`config.mk`:
```
export PLATFORM = sky130hd
export DESIGN_NAME = isa_ddr_reader
export DESIGN_NICKNAME = d
export VERILOG_FILES = /design/src/rtl/ap_isa_pkg.sv /design/src/rtl/isa_rd_parity.sv /design/src/rtl/isa_ddr_reader.sv
export SDC_FILE = /design/constraint.sdc
export NUM_CORES = 1
export LEC_CHECK = 0
export CELL_PAD_IN_SITES_DETAIL_PLACEMENT = 1
export CELL_PAD_IN_SITES_GLOBAL_PLACEMENT = 1
export CORE_AREA = 4 4 163 117
export DETAILED_ROUTE_END_ITERATION = 16
export DIE_AREA = 0 0 167 121
export PLACE_DENSITY_LB_ADDON = 0.1
export SYNTH_ARGS = -nofsm -noshare
export SYNTH_HDL_FRONTEND = slang
export SYNTH_SLANG_ARGS = --single-unit
```
`constraint.sdc`:
```
create_clock -name clk -period 3.41 [get_ports clk]
set_clock_uncertainty 0.05 [all_clocks]
set_input_delay 0.682 -clock clk [delete_from_list [all_inputs] [get_ports clk]]
set_output_delay 0.682 -clock clk [all_outputs]
set_load 0.005 [all_outputs]
```
`src/rtl/ap_isa_pkg.sv`:
```
// Shared definitions for the instruction-fetch path: reader FSM states, ISA word layout, address stride.
// Latency: n/a (declarations only).
// Backpressure: n/a.
package ap_isa_pkg;

   // Instruction word layout: opcode | cam | operand-2 | mem
   localparam int OPCODE_WIDTH   = 4;
   localparam int CAM_WIDTH      = 8;
   localparam int OPRAND_2_WIDTH = 2;
   localparam int MEM_WIDTH      = 16;
   localparam int ISA_WORD_WIDTH = OPCODE_WIDTH + CAM_WIDTH + OPRAND_2_WIDTH + MEM_WIDTH;

   // One instruction per 64-bit DDR word
   localparam int ISA_ADDR_STRIDE = 8;

   typedef enum logic [2:0] {
      ST_IDLE  = 3'd0,
      ST_CMD   = 3'd1,
      ST_DATA  = 3'd2,
      ST_DONE  = 3'd3,
      ST_DRAIN = 3'd4
   } rd_state_t;

   // Burst length clamp: smaller of the outstanding count and the burst ceiling
   function automatic int unsigned len_min(input int unsigned a, input int unsigned b);
      return (a < b) ? a : b;
   endfunction

endpackage

```
`src/rtl/isa_rd_parity.sv`:
```
// Even-parity check of one DDR beat's instruction field plus its parity bit.
// Latency: combinational.
// Backpressure: none.
module isa_rd_parity
   import ap_isa_pkg::*;
#(
   parameter int ISA_WIDTH = ISA_WORD_WIDTH
) (
   input  logic [ISA_WIDTH:0] word,
   output logic               par_err
);

   // Parity bit makes the total number of ones even; any odd result is a mismatch
   assign par_err = ^word;

endmodule

```
`src/rtl/isa_ddr_reader.sv`:
```
// Converts one cache refill (addr, len) into DDR read bursts of up to MAX_BURST beats; one instruction per beat.
// Latency: 1 cycle from ddr_rd_data_valid to rd_burst_data_valid; next burst command the cycle after a burst's last beat.
// Backpressure: none on the beat stream; command held until ddr_rd_ack. Optional parity via ISA_RD_PARITY_CHECK_EN.
module isa_ddr_reader
   import ap_isa_pkg::*;
#(
   parameter int DDR_ADDR_WIDTH = 28,
   parameter int DDR_DATA_WIDTH = 64,
   parameter int ISA_WIDTH      = ISA_WORD_WIDTH,
   parameter int LEN_WIDTH      = 10,
   parameter int MAX_BURST      = 64,
   parameter int ADDR_STRIDE    = ISA_ADDR_STRIDE
) (
   input  logic                      clk,
   input  logic                      rst,
   input  logic                      ISA_read_req,
   input  logic [DDR_ADDR_WIDTH-1:0] ISA_read_addr,
   input  logic [LEN_WIDTH-1:0]      isa_read_len,
   output logic [ISA_WIDTH-1:0]      instruction_to_cache,
   output logic [LEN_WIDTH-1:0]      rd_cnt_isa,
   output logic                      rd_burst_data_valid,
   output logic                      ddr_rd_req,
   output logic [DDR_ADDR_WIDTH-1:0] ddr_rd_addr,
   output logic [LEN_WIDTH-1:0]      ddr_rd_len,
   input  logic                      ddr_rd_ack,
   input  logic [DDR_DATA_WIDTH-1:0] ddr_rd_data,
   input  logic                      ddr_rd_data_valid,
   output logic                      isa_rd_err
);

   localparam logic [LEN_WIDTH-1:0] LEN_ONE = LEN_WIDTH'(1);

   rd_state_t                 state_q, state_d;
   logic [DDR_ADDR_WIDTH-1:0] addr_q;
   logic [LEN_WIDTH-1:0]      remaining_q;
   logic [LEN_WIDTH-1:0]      burst_len_q;
   logic [LEN_WIDTH-1:0]      beat_cnt_q;
   logic [LEN_WIDTH-1:0]      cur_len;
   logic [LEN_WIDTH-1:0]      rem_after;
   logic                      start;
   logic                      cmd_ack;
   logic                      deliver;
   logic                      drain_beat;
   logic                      stray;
   logic                      burst_last;
   logic                      unused_hi;

   // Bits above the instruction field are only consumed when parity checking is built in
   assign unused_hi = ^ddr_rd_data[DDR_DATA_WIDTH-1:ISA_WIDTH];

   assign cur_len     = LEN_WIDTH'(len_min(32'(remaining_q), 32'(MAX_BURST)));
   assign rem_after   = remaining_q - burst_len_q;
   assign burst_last  = (beat_cnt_q == burst_len_q - LEN_ONE);
   assign ddr_rd_addr = addr_q;
   assign ddr_rd_len  = cur_len;

`ifdef ISA_RD_PARITY_CHECK_EN
   logic par_err;

   isa_rd_parity #(
      .ISA_WIDTH (ISA_WIDTH)
   ) u_parity (
      .word    (ddr_rd_data[ISA_WIDTH:0]),
      .par_err (par_err)
   );
`endif

   // State register
   always_ff @(posedge clk) begin
      if (rst) state_q <= ST_IDLE;
      else     state_q <= state_d;
   end

   // Next-state and per-cycle control strobes; a dropped request aborts, beats outside a burst are stray
   always_comb begin
      state_d    = state_q;
      ddr_rd_req = 1'b0;
      start      = 1'b0;
      cmd_ack    = 1'b0;
      deliver    = 1'b0;
      drain_beat = 1'b0;
      stray      = 1'b0;
      case (state_q)
         ST_IDLE: begin
            stray = ddr_rd_data_valid;
            if (ISA_read_req) begin
               start   = 1'b1;
               state_d = (isa_read_len == '0) ? ST_DONE : ST_CMD;
            end
         end
         ST_CMD: begin
            stray      = ddr_rd_data_valid;
            ddr_rd_req = 1'b1;
            if (ddr_rd_ack) begin
               // An acked burst must be consumed even if the request fell in the same cycle
               cmd_ack = 1'b1;
               state_d = ISA_read_req ? ST_DATA : ST_DRAIN;
            end else if (!ISA_read_req) begin
               state_d = ST_IDLE;
            end
         end
         ST_DATA: begin
            if (!ISA_read_req) begin
               state_d = ST_DRAIN;
               if (ddr_rd_data_valid) begin
                  drain_beat = 1'b1;
                  if (burst_last) state_d = ST_IDLE;
               end
            end else if (ddr_rd_data_valid) begin
               deliver = 1'b1;
               if (burst_last) state_d = (rem_after != '0) ? ST_CMD : ST_DONE;
            end
         end
         ST_DONE: begin
            stray = ddr_rd_data_valid;
            if (!ISA_read_req) state_d = ST_IDLE;
         end
         ST_DRAIN: begin
            if (ddr_rd_data_valid) begin
               drain_beat = 1'b1;
               if (burst_last) state_d = ST_IDLE;
            end
         end
         default: state_d = ST_IDLE;
      endcase
   end

   // Datapath: request latch, burst bookkeeping, delivered instruction/count and sticky error
   always_ff @(posedge clk) begin
      if (rst) begin
         addr_q               <= '0;
         remaining_q          <= '0;
         burst_len_q          <= '0;
         beat_cnt_q           <= '0;
         instruction_to_cache <= '0;
         rd_cnt_isa           <= '0;
         rd_burst_data_valid  <= 1'b0;
         isa_rd_err           <= 1'b0;
      end else begin
         rd_burst_data_valid <= deliver;
         if (start) begin
            addr_q      <= ISA_read_addr;
            remaining_q <= isa_read_len;
            rd_cnt_isa  <= '0;
            isa_rd_err  <= 1'b0;
         end
         if (cmd_ack) begin
            burst_len_q <= cur_len;
            beat_cnt_q  <= '0;
         end
         if (deliver || drain_beat) beat_cnt_q <= beat_cnt_q + LEN_ONE;
         if (deliver) begin
            instruction_to_cache <= ddr_rd_data[ISA_WIDTH-1:0];
            rd_cnt_isa           <= rd_cnt_isa + LEN_ONE;
            if (burst_last) begin
               addr_q      <= addr_q + DDR_ADDR_WIDTH'(burst_len_q) * DDR_ADDR_WIDTH'(ADDR_STRIDE);
               remaining_q <= rem_after;
            end
         end
`ifdef ISA_RD_PARITY_CHECK_EN
         if (deliver && par_err) isa_rd_err <= 1'b1;
`endif
         if (stray) isa_rd_err <= 1'b1;
      end
   end

endmodule

```
---- Word level (Yosys, flattened, before mapping) ----
Cells that the tools add are included.
cells by class
  equal/unequal tests ..................... 10
  add/subtract/negate cells ............... 5
  mux-type cells .......................... 38
  order comparisons ....................... 1
  reductions and logical operators ........ 9
operator list
  operator                 count
  $mux W28                 3
  $mux W10                 8
  $mux W3                  11
  $add A28 B13 Y28         1
  $add A10 B1 Y10 const B  2
  $pmux W3 S5              1
  $mux W1                  12
  $eq A10 B10 Y1           1
  $logic_not A10 Y1        1
  $lt A10 B7 Y1 const B    1
  $reduce_bool A10 Y1      1
  $sub A10 B1 Y10 const B  1
  $sub A10 B10 Y10         1
  $eq A3 B2 Y1 const B     2
  $ne A2 B2 Y1 const B     3
  $ne A3 B3 Y1 const B     2
  $reduce_bool A2 Y1       3
  $reduce_and A5 Y1        1
  $mux W2                  2
  $eq A3 B1 Y1 const B     1
  $eq A3 B3 Y1 const B     1
  $logic_not A3 Y1         1
  $reduce_or A3 Y1         1
  $pmux W1 S2              1
  $logic_or A1 B1 Y1       1
storage, ports and cells
  output and inout bits ................... 81
  bits of input ports ..................... 107
  register bits ........................... 103
  word-level logic and storage cells ...... 72

---- Logic depth before layout (Yosys ltp) ----
Gate-level depths: netlist of the first run.
  word-level depth ........................ 7
  gate-level depth with buffers ........... 11
  gate-level depth less buffers ........... 11

---- Least setup slack after synthesis of the first run ----
No wires, ideal clock.
  kind .................................... register -> register
  start ................................... register burst_len_q[1]
  end ..................................... register addr_q[22], in the netlist ddr_rd_addr[22]
  slack ................................... 0.270 ns
  clock period less this slack ............ 3.140 ns
  library setup time ...................... 0.074 ns
  arrival ................................. 3.016 ns
  data required time ...................... 3.286 ns
  path buffers ............................ 1
  cell stages (with the launch flop) ...... 12
  path through ............................ dfxtp_1 > inv_1 > ha_1 > or3b_2 > or4b_1 > o32ai_1 > or3_2 > nand4_2 > a211o_1 > buf_6 > or3_1 > a31oi_1
on the way
  word-level cells in the longest chain between the ends .. 4
  elaborated cells on any way between the ends .. 5
  classes of those cells .................. 2 x add/sub; 1 x eq/ne; 2 x mux
ends and longest elaborated chain
  element                   RTL line               text
  start: declaration        isa_ddr_reader.sv:36   logic [LEN_WIDTH-1:0] burst_len_q;
  start signal: assignment  isa_ddr_reader.sv:148  burst_len_q <= cur_len;
  $sub A10 B1 Y10           isa_ddr_reader.sv:53   assign burst_last = (beat_cnt_q == burst_len_q - LEN_ONE);
  $eq A10 B10 Y1            isa_ddr_reader.sv:53
  $mux W28 (*)              isa_ddr_reader.sv:155  if (burst_last) begin
  $mux W28 (*)              isa_ddr_reader.sv:152  if (deliver) begin
  end signal: assignment    isa_ddr_reader.sv:142  addr_q <= ISA_read_addr;
  end signal: assignment    isa_ddr_reader.sv:156  addr_q <= addr_q + DDR_ADDR_WIDTH'(burst_len_q) * DDR_ADDR_WIDTH'(ADDR_STRIDE);
  end: declaration          isa_ddr_reader.sv:34   logic [DDR_ADDR_WIDTH-1:0] addr_q;
Mark *: on every way between the ends. The rest lies on a longest branch, timed or not.
A chain may end at the register's enable or synchronous reset.

---- Final worst setup path of the first run ----
  start ................................... register burst_len_q[0]
  end ..................................... register addr_q[25], in the netlist ddr_rd_addr[25]
The elaborated chain is that of the path after synthesis.

==> reports/results.ini, run 1 <==
[synth]
ys_warn_count = 0
synth_area_per_cell_um2 = 7.68
synth.top_cells.by_area = dfxtp_1 36%, nand2_1 9.9%, a21oi_1 6.6%, ha_1 4.8%, nor2_1 3.4%
synth_top_flop_cell = dfxtp_1
synthArstFlopShare_pct = 0
synth_area_um2 = 5700
yosysSeqAreaShare_pct = 36.2
synth_top_area_share_pct = 36.2
synth_cell_type_count = 59
ys_ff_latch = 103
synth_cells = 742
synth_top_cell_by_area = dfxtp_1
synth-edff-count = 0

[timing]
tightest_slew_ns = 0.789
setup_ws_ns = 0.206
hold_viol = 0
fin_crit_sh_pct = 94.0
rsz0062_at_grt = false
setup_viol = 0
timing.fmax_ghz = 0.312
slew_headroom_pct = 47.4
slew_violations = 0
setup_tns_ns = 0
period_minus_slack_ns = 3.20

[final_layout]
drive_above_1_share_pct = 6.97
area_growth_pct = 36.9
layout_commonest_cell = nand2_1
final_cell_mix = 151 x nand2_1, 149 x clkdlybuf4s50_1, 102 x dfxtp_1
final_nets = 1015
stdcell_area_um2 = 7800
antenna_cells = 0

[placed_design]
post_dp_cell_area_um2 = 7500
gp_congestion = 0.819
pre_cts_ws_ns = 0.158
dpl.hpwl_mm = 14.5
numPortBuffers = 150

[run_status]
status = complete, no violations

[setup_path]
path_class = flip-flop to flip-flop
worstSetupStartpointType = flip-flop
required_ns = 3.65
cp_max_fo = 7
reg2reg_from = burst_len_q[0]$_SDFFE_PP0P_
crit_start = burst_len_q[0]$_SDFFE_PP0P_
cp-end-kind = flip-flop
arrival_ns = 3.44

[global_route]
grt_pass1_vias = 6011
antenna_found_initial = 0
grt_max_degree = 71
grt_util_all_layers_pct = 18.9
grt_overflow = 0
grt_pass1_wl_mm = 31.3

[die]
io_pins = 188
core_area_um2 = 17700
start_util_pct = 32.2
row_count = 41
fp.dieH_um = 121
die_area_um2 = 20200
dieWidth_um = 167

[pwr]
p_leak_nw = 2.83
ir_drop_uv = 198
power.density_nw_per_um2 = 369
total_power_w = 0.00288

[clock_tree]
cts.path.max_buffers = 2
path_clk_slew_ns = 0.08
clock_sinks = 103
cts_resized = 0
cts_tree = yes
root_buffer = clkbuf_16
clk_latency_ns = 0.36
numCtsBuffers = 9
ctsHoldBuffers = 0
post_cts_buffers = 0
h-tree-depth = 3

[worst_hold_path]
worstHoldPathType = flip-flop to flip-flop
hold_start = instruction_to_cache[3]$_SDFFE_PP0P_

[routing]
num_vias = 5792
wl_mm = 19.5
drc = 0
initialDrtViolationCount = 265
routed_via_density = 5.15
drtAntennaViolNets = 0
wl_per_cell_um = 17.3
dr.pass1.iters = 6

[flow_run]
maxCapViolCount = 0

[power breakdown]
group | total [W] | switching (W) | internal (W)
sequential | 0.00129 | 0.0000487 | 0.00124
combinational | 0.000547 | 0.000273 | 0.000275
clock | 0.00104 | 0.000525 | 0.000512
[synthesized netlist by cell type, drive strengths merged, types with 2 or more instances]
master / instances
o21ai: 20
mux2: 10
nor3b: 4
nor4b: 2
buf: 7
a31oi: 9
a21oi: 75
clkbuf: 38
xnor2: 18
nand2b: 3
nor3: 20
o21bai: 3
nand3: 25
inv: 26
or3: 9
a211o: 3
o211ai: 12
nor2: 51
and4: 4
nand3b: 7
a211oi: 25
ha: 22
a21o: 3
dfxtp: 103
nand2: 151
nor2b: 4
nand4: 6
o21a: 5
or4: 5
a22oi: 3
xor2: 12
nor4: 5
mux2i: 6
fa: 2
and2: 7
and3: 20
[critical path, cell delays in order, from the launching register on]
cell and delay (ns):
dfxtp_2 0.36, or4_4 0.58, or3_1 0.36, a211o_1 0.34, a211oi_2 0.30, nand4_4 0.23, nor4_1 0.39, mux2_2 0.37
a21oi_1 0.13
[routing by layer]
layer  track usage [%]  wire (um)
met1              25.5       9380
met2              30.3       8760
met3              5.37       1090
met4              4.29        246
met5                 0          0
[registers in the layout, summed over array words and instances (netlist names)]
| signal | flops |
|---|---|
| beat_cnt_q | 10 |
| burst_len_q | 10 |
| ddr_rd_addr | 28 |
| instruction_to_cache | 30 |
| isa_rd_err | 1 |
| rd_burst_data_valid | 1 |
| rd_cnt_isa | 10 |
| remaining_q | 10 |
| state_q | 3 |
[stage by stage]
stage / utilization, % / instances / hold slack, ns
finish: 44.1 / 1125 / 0.405
global route: 44.1 / 1125 / 0.430
CTS: 44.0 / 1125 / 0.410
detailed placement: 42.4 / 1109 / 0.400
global placement: 42.4 / 1109 / 0.392
floorplan: - / 744 / 0.403
[path summary, 6_finish.rpt]
kind                                     endpoint  slack, ns  depth (start not counted)
max                    ddr_rd_addr[25]$_SDFF_PP0_       0.21                          8
min          instruction_to_cache[3]$_SDFFE_PP0P_       0.41                          2
max reg2reg            ddr_rd_addr[25]$_SDFF_PP0_       0.21                          8
min reg2reg  instruction_to_cache[3]$_SDFFE_PP0P_       0.41                          2
[layout make-up]
| type | instances | area, um^2 |
|---|---|---|
| Sequential cell | 103 | 2060 |
| Clock inverter | 7 | 62.6 |
| Clock buffer | 9 | 225 |
| Timing Repair Buffer | 174 | 1680 |
| Multi-Input combinational cell | 570 | 3380 |
| Fill cell | 2143 | 9900 |
| Tap cell | 236 | 295 |
| Inverter | 26 | 97.6 |
[logic make-up (layout without fill, tap and decap cells)]
family                     count (synthesis)  after routing  share of synthesized area (%)
xor gates and xnor gates                  30             30                           4.61
DFF                                      103            103                           36.2
adders and majority gates                 24             24                           5.53
AOI/OAI and AO/OA                        168            168                           18.1
muxes                                     16             16                           3.03
and+or+nand+nor                          329            329                           27.4
buffers and inverters                     71            216                           5.07
other                                      1              3                         0.0658
Power figures use the tool's default switching activity.
==> run 2, diff against run 1 <==
--- a/config.mk
+++ b/config.mk
@@ -7,10 +7,11 @@
 export LEC_CHECK = 0
 export CELL_PAD_IN_SITES_DETAIL_PLACEMENT = 1
 export CELL_PAD_IN_SITES_GLOBAL_PLACEMENT = 1
-export CORE_AREA = 4 4 163 117
+export CORE_AREA = 4 4 165 119
 export DETAILED_ROUTE_END_ITERATION = 16
-export DIE_AREA = 0 0 167 121
+export DIE_AREA = 0 0 169 123
 export PLACE_DENSITY_LB_ADDON = 0.1
+export SETUP_SLACK_MARGIN = 0.1
 export SYNTH_ARGS = -nofsm -noshare
 export SYNTH_HDL_FRONTEND = slang
 export SYNTH_SLANG_ARGS = --single-unit
==> reports/results.ini, run 2 (synthesis results as in run 1) <==
[run_status]
status = complete, no violations

[routing]
wl_mm = 20.2  ; +3.6%
drc = 0  ; unchanged
routed_via_density = 5.15  ; about the same
wl_per_cell_um = 17.8  ; +3.1%
initialDrtViolationCount = 296  ; +12%
drtAntennaViolNets = 0  ; unchanged
num_vias = 5825  ; +0.57%
dr.pass1.iters = 5  ; -1

[setup_path]
arrival_ns = 3.37  ; -0.07 ns
path_class = flip-flop to flip-flop
worstSetupStartpointType = flip-flop
required_ns = 3.64  ; about the same
cp_num_buf_inv = 1  ; +1
cp_max_fo = 14  ; +7
cp_cell_sequence = inv_1 > ha_1 > or3b_2 > or4b_1 > o32ai_1 > or3_2 > nand4_2 > a211o_4 > or3_1 > a31oi_1
crit_family = simple AND/OR/NAND/NOR gates
slowest_delay_ns = 0.53  ; -0.05 ns
cp-end-kind = flip-flop
slowest_stage = or4b_1

[final_layout]
top_register = instruction_to_cache
multiInputGateArea_um2 = 3390  ; +0.44%
final_cell_mix = 151 x nand2_1, 149 x clkdlybuf4s50_1, 102 x dfxtp_1
layout_commonest_cell = nand2_1
nFillCells = 2151  ; +0.37%
layout.cells.non_filler = 1131  ; +0.53%
final_nets = 1021  ; +0.59%
stdcell_area_um2 = 7890  ; +1.1%
antenna_cells = 0  ; unchanged
seq_area_um2 = 2060  ; unchanged
drive_above_1_share_pct = 7.60  ; +0.62 points
largest_reg_flops = 30  ; unchanged
area_growth_pct = 38.3

[timing]
rsz0062_at_grt = false
hold_viol = 0  ; unchanged
fin_hold_ws_ns = 0.414  ; +0.00889 ns
setup_viol = 0  ; unchanged
tightest_slew_ns = 0.699  ; -0.0897 ns
slew_violations = 0  ; unchanged
slew_headroom_pct = 53.4  ; +6.0 points
setup_tns_ns = 0  ; unchanged
timing.fmax_ghz = 0.319  ; +2.3%
period_minus_slack_ns = 3.13  ; -0.0709 ns
fin_crit_sh_pct = 91.9  ; -2.1 points

[global_route]
grt_util_all_layers_pct = 19.3  ; +0.37 points
grt_overflow = 0  ; unchanged
antenna_found_initial = 0  ; unchanged
grt_pass1_wl_mm = 32.3  ; +3.1%
grt_max_degree = 59  ; -17%
grt_pass1_vias = 6035  ; +0.40%

[clock_tree]
ctsHoldBuffers = 0  ; unchanged
cts.path.max_buffers = 2  ; unchanged
clk_latency_ns = 0.36  ; about the same
clock_sinks = 103  ; unchanged
numCtsBuffers = 9  ; unchanged
path_clk_slew_ns = 0.08  ; about the same
post_cts_buffers = 0  ; unchanged
root_buffer = clkbuf_16
cts_tree = yes
h-tree-depth = 3  ; unchanged

[pwr]
power.density_nw_per_um2 = 376  ; +2.0%
p_leak_nw = 2.87  ; +1.6%
ir_drop_uv = 194  ; -1.9%

[die]
start_util_pct = 31.8  ; -0.37 points
dieWidth_um = 169  ; +1.2%
row_count = 41  ; unchanged
die_area_um2 = 20800  ; +2.9%
fp.dieH_um = 123  ; +1.7%
io_pins = 188  ; unchanged
core_area_um2 = 17900  ; +1.2%

[placed_design]
numPortBuffers = 150  ; unchanged
placedCellCount = 1115  ; +0.54%
post_dp_cell_area_um2 = 7540  ; +0.60%
gp_congestion = 0.861  ; +5.1%
dpl.hpwl_mm = 15.3  ; +5.7%

[worst_hold_path]
worstHoldPathType = flip-flop to flip-flop

[flow_run]
maxCapViolCount = 0  ; unchanged

## run 2: cell types whose count changed in the layout (fill, tap and decap cells not counted)
cell / previous run / this run
a211o_2: 1 / 0
a211o_4: 0 / 1
a211oi_2: 1 / 0
a211oi_4: 0 / 1
buf_4: 25 / 31
bufinv_16: 0 / 1
clkinvlp_4: 1 / 0
## run 2: worst min-delay path: stages, from the launching register on
cell and delay, ns:
dfxtp_1 0.32, nand2_1 0.05, a21oi_1 0.05
## run 2: worst paths after layout
check	from	to	depth (start not counted)	slack, ns
hold reg to reg	instruction_to_cache[0]$_SDFFE_PP0P_	instruction_to_cache[0]$_SDFFE_PP0P_	2	0.41
hold / removal	instruction_to_cache[0]$_SDFFE_PP0P_	instruction_to_cache[0]$_SDFFE_PP0P_	2	0.41
setup / recovery	burst_len_q[1]$_SDFFE_PP0P_	ddr_rd_addr[26]$_SDFF_PP0_	10	0.28
setup reg to reg	burst_len_q[1]$_SDFFE_PP0P_	ddr_rd_addr[26]$_SDFF_PP0_	10	0.28
## run 2: metrics by stage
stage,utilization [%],setup slack [ns],power [W]
final,44.0,0.277,0.00296
after global routing,44.0,0.116,0.00311
after CTS,43.9,0.117,0.00300
after detailed placement,42.1,0.114,0.00188
after global placement,42.1,0.142,0.00186
after floorplan,-,0.270,0.00160
## run 2: power breakdown
part           switching, W  total, W  internal (W)
clock              0.000522   0.00111      0.000586
sequential        0.0000478   0.00129       0.00124
combinational      0.000283  0.000564      0.000282
total              0.000853   0.00296       0.00211
## run 2: cell type report
class                   instances  share of cell area [%]
clock buffers                   9                    2.86
clock inverters                 7                    1.08
inverters                      26                    1.24
multi-input cells             570                    43.0
flip-flops and latches        103                    26.2
well taps                     236                    3.74
repair buffers                180                    21.9
## run 2: what timing repair did
action / in CTS / in global routing
resized for setup: 1 / 6
gates cloned: 0 / 0
setup endpoints to repair: 1 / 12
## run 2: per-layer routing
metal | share of wire (%) | vias up | GRT usage (%)
li1 | - | 2892 | -
met1 | 48 | 2800 | 26.7
met2 | 45 | 121 | 31.3
met3 | 6.1 | 12 | 4.51
met4 | 0.73 | 0 | 3.52
met5 | 0 | - | 0
